==> src/rtl/pc_if.sv <==
// Bundles the program-counter control and result signals.
// master drives the enables and load data; slave is the counter itself.
interface pc_if #(
  parameter int N = 17
);
  logic         write_en;
  logic [N-1:0] datain;
  logic         inc_en;
  logic         clr_en;
  logic [N-1:0] dataout;
  logic         wrap;

  modport master (
    output write_en, datain, inc_en, clr_en,
    input  dataout, wrap
  );

  modport slave (
    input  write_en, datain, inc_en, clr_en,
    output dataout, wrap
  );
endinterface

==> src/rtl/pc.sv <==
// N-bit program counter with clear/load/increment, in that priority order.
// Wrap pulses for one cycle after an increment that overflows.
module pc #(
  parameter int N    = 17,
  parameter int STEP = 1
) (
  input  logic clk,
  input  logic rst,
  pc_if.slave  bus
);

  localparam logic [N:0] STEP_EXT = (N+1)'(STEP);

  logic [N-1:0] cnt_q, cnt_d;
  logic         wrap_q, wrap_d;
  logic [N:0]   sum;

  // One extra bit so the carry out becomes the wrap flag.
  assign sum = {1'b0, cnt_q} + STEP_EXT;

  always_comb begin
    cnt_d  = cnt_q;
    wrap_d = 1'b0;
    if (bus.clr_en) begin
      cnt_d = '0;
    end else if (bus.write_en) begin
      cnt_d = bus.datain;
    end else if (bus.inc_en) begin
      cnt_d  = sum[N-1:0];
      wrap_d = sum[N];
    end
  end

  always_ff @(posedge clk or posedge rst) begin
    if (rst) begin
      cnt_q  <= '0;
      wrap_q <= 1'b0;
    end else begin
      cnt_q  <= cnt_d;
      wrap_q <= wrap_d;
    end
  end

  assign bus.dataout = cnt_q;
  assign bus.wrap    = wrap_q;

endmodule

==> src/flat_wrapper.sv <==
// flat-port wrapper written by rule: the top's interface ports become plain ports
module pc_flat 
#(
  parameter int N    = 17,
  parameter int STEP = 1
)
  (clk, rst, bus_write_en, bus_datain, bus_inc_en, bus_clr_en, bus_dataout, bus_wrap);
  pc_if #(.N(N)) bus_i ();
  input  logic clk;
  input  logic rst;
  input wire logic [$bits(bus_i.write_en)-1:0] bus_write_en;
  input wire logic [$bits(bus_i.datain)-1:0] bus_datain;
  input wire logic [$bits(bus_i.inc_en)-1:0] bus_inc_en;
  input wire logic [$bits(bus_i.clr_en)-1:0] bus_clr_en;
  output wire logic [$bits(bus_i.dataout)-1:0] bus_dataout;
  output wire logic [$bits(bus_i.wrap)-1:0] bus_wrap;
  assign bus_i.write_en = bus_write_en;
  assign bus_i.datain = bus_datain;
  assign bus_i.inc_en = bus_inc_en;
  assign bus_i.clr_en = bus_clr_en;
  assign bus_dataout = bus_i.dataout;
  assign bus_wrap = bus_i.wrap;
  pc #(.N(N), .STEP(STEP)) u_core (.clk(clk), .rst(rst), .bus(bus_i));
endmodule
==> config.mk <==
export PLATFORM = sky130hd
export DESIGN_NAME = pc_flat
export DESIGN_NICKNAME = d
export VERILOG_FILES = /design/src/rtl/pc_if.sv /design/src/rtl/pc.sv /design/src/flat_wrapper.sv
export SDC_FILE = /design/constraint.sdc
export NUM_CORES = 1
export LEC_CHECK = 0
export ABC_CLOCK_PERIOD_IN_PS = 1700
export BUFFER_PORTS_ARGS = -buffer_cell sky130_fd_sc_hd__buf_4
export CORE_AREA = 2 2 65 67
export DETAILED_ROUTE_END_ITERATION = 10
export DIE_AREA = 0 0 67 69
export SYNTH_ARGS = -nofsm -noshare
export SYNTH_HDL_FRONTEND = slang
export SYNTH_SLANG_ARGS = --single-unit
export TNS_END_PERCENT = 30
==> constraint.sdc <==
create_clock -name clk -period 1.7 [get_ports clk]
set_clock_uncertainty 0.2 [all_clocks]
set_input_delay 0.255 -clock clk [delete_from_list [all_inputs] [get_ports clk]]
set_output_delay 0.255 -clock clk [all_outputs]
set_load 0.02 [all_outputs]
==> impl_results.md <==
* Status: completed
* Tightest Pin Transition at 0.367 ns
* Nets@finish at 199
* Worst-path maximum fanout at 7
* Post-synthesis xor/xnor area fraction at 0.0775
* Fraction of the mapped netlist area in adder cells at 0.0111
* 1st-iter DRT viols at 43
* Top-area cell type share of the netlist area at 0.399
* Post-synth EDFFs at 0
* WP data arrival at 1.60 ns
* GRT Util Overall at 0.141
* Worst path slowest cell: dfrtp_2
* Mux cell area share after synthesis at 0.0354
* CTS sink count at 18
* Via/cell ratio at 4.82
* Clk root buf: clkbuf_8
* Syn_nets at 145
* DRT Pass-1 Iters at 4
* RePlAce Congestion at 0.799
* Cell type with the largest total area after synthesis: dfrtp_1
* IO Count at 40
* Antenna Cells at 0
* Crit path time final at 1.67 ns
* Syn avg cell area at 9.26 sq um
* Drt drc at 0
* Leakage at 0.717 nW
* Routed WL per cell at 13.6 um
* Slew headroom at 0.755
* First-pass GRT wire length at 5.20 mm
* Layout overhead on the synthesized area at 48.3%
* Die X at 67 um
* Async SR Flop Fraction at 1.00
* Hold path cells at 3
* Hold slack at 0.0312 ns
* Share of cells above drive strength 1 at 0.451
* CTS tree: built
* Antenna Nets Post-Route at 0
* Most numerous cell in the Yosys netlist: dfrtp_1
* Reg clk slew, reported paths at 0.07 ns
* Die height at 69 um
* Pin count of the biggest net entering global routing at 22
* Final period util at 0.980
* Synth Area in Compound Gates at 0.127
* Final total power at 1.12 mW
* Antenna violations before repair at 0
* Pins over their slew limit at 0
* Final setup fails at 0
* Row cnt at 23
* Htree depth at 1
* Number of synthesis warnings at 0
* Flops & latches, synth at 18
* MaxCap Viol Count at 0
* Starting Density at 0.289
* Clock latency on the worst-skew pair at 0.26 ns
* Number of global-route vias before repair at 1111
* Bufs on Longest Clock Path at 2
* R2R Setup Slk at 0.03 ns
* Hold/Removal Path Class: input port to flop
* Commonest register cell after synthesis: dfrtp_1
* Mapped Area at 1130 sq um
* Detailed placement HPWL at 2.38 mm
* Worst vdd ir at 0.255 mV
* Seq/Total Area, Yosys at 0.399
* GRT overflow at 0
* CP cell instances: nand3_4 > nor4_4 > mux2i_1 > o211ai_1
* Core Region at 3910 sq um
* Port buffer count at 39
* Post-Route WL at 3.06 mm
* Setup CP Type: flop to flop
* CTS buffer count at 3
* RSZ-0062 raised after global routing: true
* Top post-synthesis cells by count: dfrtp_1, nor2_1, nand2_1
* Max Freq at 0.600 GHz
* Critical Path End Type: flop
* Vias post-DR at 1084
* Final Instance Count excl. Fillers at 225
* CP peak stage delay at 0.44 ns
* Final hold vios at 0
* Die area at 4620 sq um
* Mapped Cells at 122
* Post-Synth Simple-Gate Area at 0.312
* Number of cells on the worst reg-to-reg path at 4
* Largest family of logic cells by synthesized area: simple AND/OR/NAND/NOR gates
* Power Density at 668 nW/um^2
* Placed cell count at 219
* Startpoint type of the worst setup path: flop
* Top post-synthesis cells by area: dfrtp_1, xnor2_1, nor2_1, a211oi_1, nand2_1
* Required time of the critical path at 1.64 ns
* Unique masters post-synth at 34
layout make-up:
type / count / area, sq um
timing repair buffer: 55 / 415
clock buffer: 4 / 55.1
tap: 50 / 62.6
inverter: 5 / 18.8
sequential: 18 / 460
fill: 408 / 2240
multi-input combinational: 93 / 663
where the power goes:
part           switching [mW]  internal (mW)  total, mW
Combinational           0.135          0.130      0.265
Clock                   0.152          0.206      0.358
Sequential             0.0387          0.458      0.497
layer usage:
layer	wire, um	part of all wire	track usage
met5	0	0	0
met4	40	0.013	0.0590
met3	167	0.055	0.0245
met1	1390	0.46	0.192
met2	1460	0.48	0.218
what timing repair did:
action,CTS,global route
pin swaps,1,2
setup buffers,1,0
hold buffers,1,0
resized for setup,2,2
hold endpoints to repair,8,0
endpoints found under the setup margin,1,5
cells in the final DEF (no fill, tap or decap), types with 5 or more instances in the layout:
cell,count
a211oi_1,5
buf_4,54
dfrtp_1,10
dfrtp_2,8
inv_1,5
nand2_1,11
nand3_1,6
nand4_1,6
nor2_1,15
nor3_1,5
xnor2_1,7
sequential cells by signal (all words and copies together), names as in the netlist:
name and cells:
u_core.bus.dataout 17, u_core.bus.wrap 1
metrics by stage:
step | util | setup slack (ns) | area [sq um] | setup TNS [ns]
after global placement | 0.406 | 0.0543 | 1590 | 0
after floorplan | - | 0.00144 | 1150 | 0
final | 0.428 | 0.0343 | 1680 | 0
after global routing | 0.428 | -0.0212 | 1680 | -0.0405
after CTS | 0.426 | 0.0192 | 1670 | 0
after detailed placement | 0.406 | -0.0443 | 1590 | -0.0443
worst max-delay path, delay by kind of cell (launching register included):
family / cells / cell delay [ns]
mux: 1 / 0.26
flops: 1 / 0.44
compound gates: 1 / 0.11
simple gates: 2 / 0.53
worst paths after layout:
check,from,to
worst max-delay path,u_core.bus.dataout[2]$_DFFE_PP0P_,u_core.bus.dataout[15]$_DFFE_PP0P_
worst min-delay path,bus_datain[1],u_core.bus.dataout[1]$_DFFE_PP0P_
worst max register to register,u_core.bus.dataout[2]$_DFFE_PP0P_,u_core.bus.dataout[15]$_DFFE_PP0P_
worst min register to register,u_core.bus.dataout[7]$_DFFE_PP0P_,u_core.bus.dataout[7]$_DFFE_PP0P_
max in group asynchronous,rst,u_core.bus.dataout[8]$_DFFE_PP0P_
min in group asynchronous,rst,u_core.bus.dataout[1]$_DFFE_PP0P_
cells by family (layout without fill, tap and decap cells):
kind of cell,count (synthesis),count (layout)
fa+ha+maj,1,1
mux,4,4
buf+inv,11,64
xor+xnor,10,10
flops,18,18
simple gates,59,59
compound gates,19,19
(Power assumes the default switching activity.)
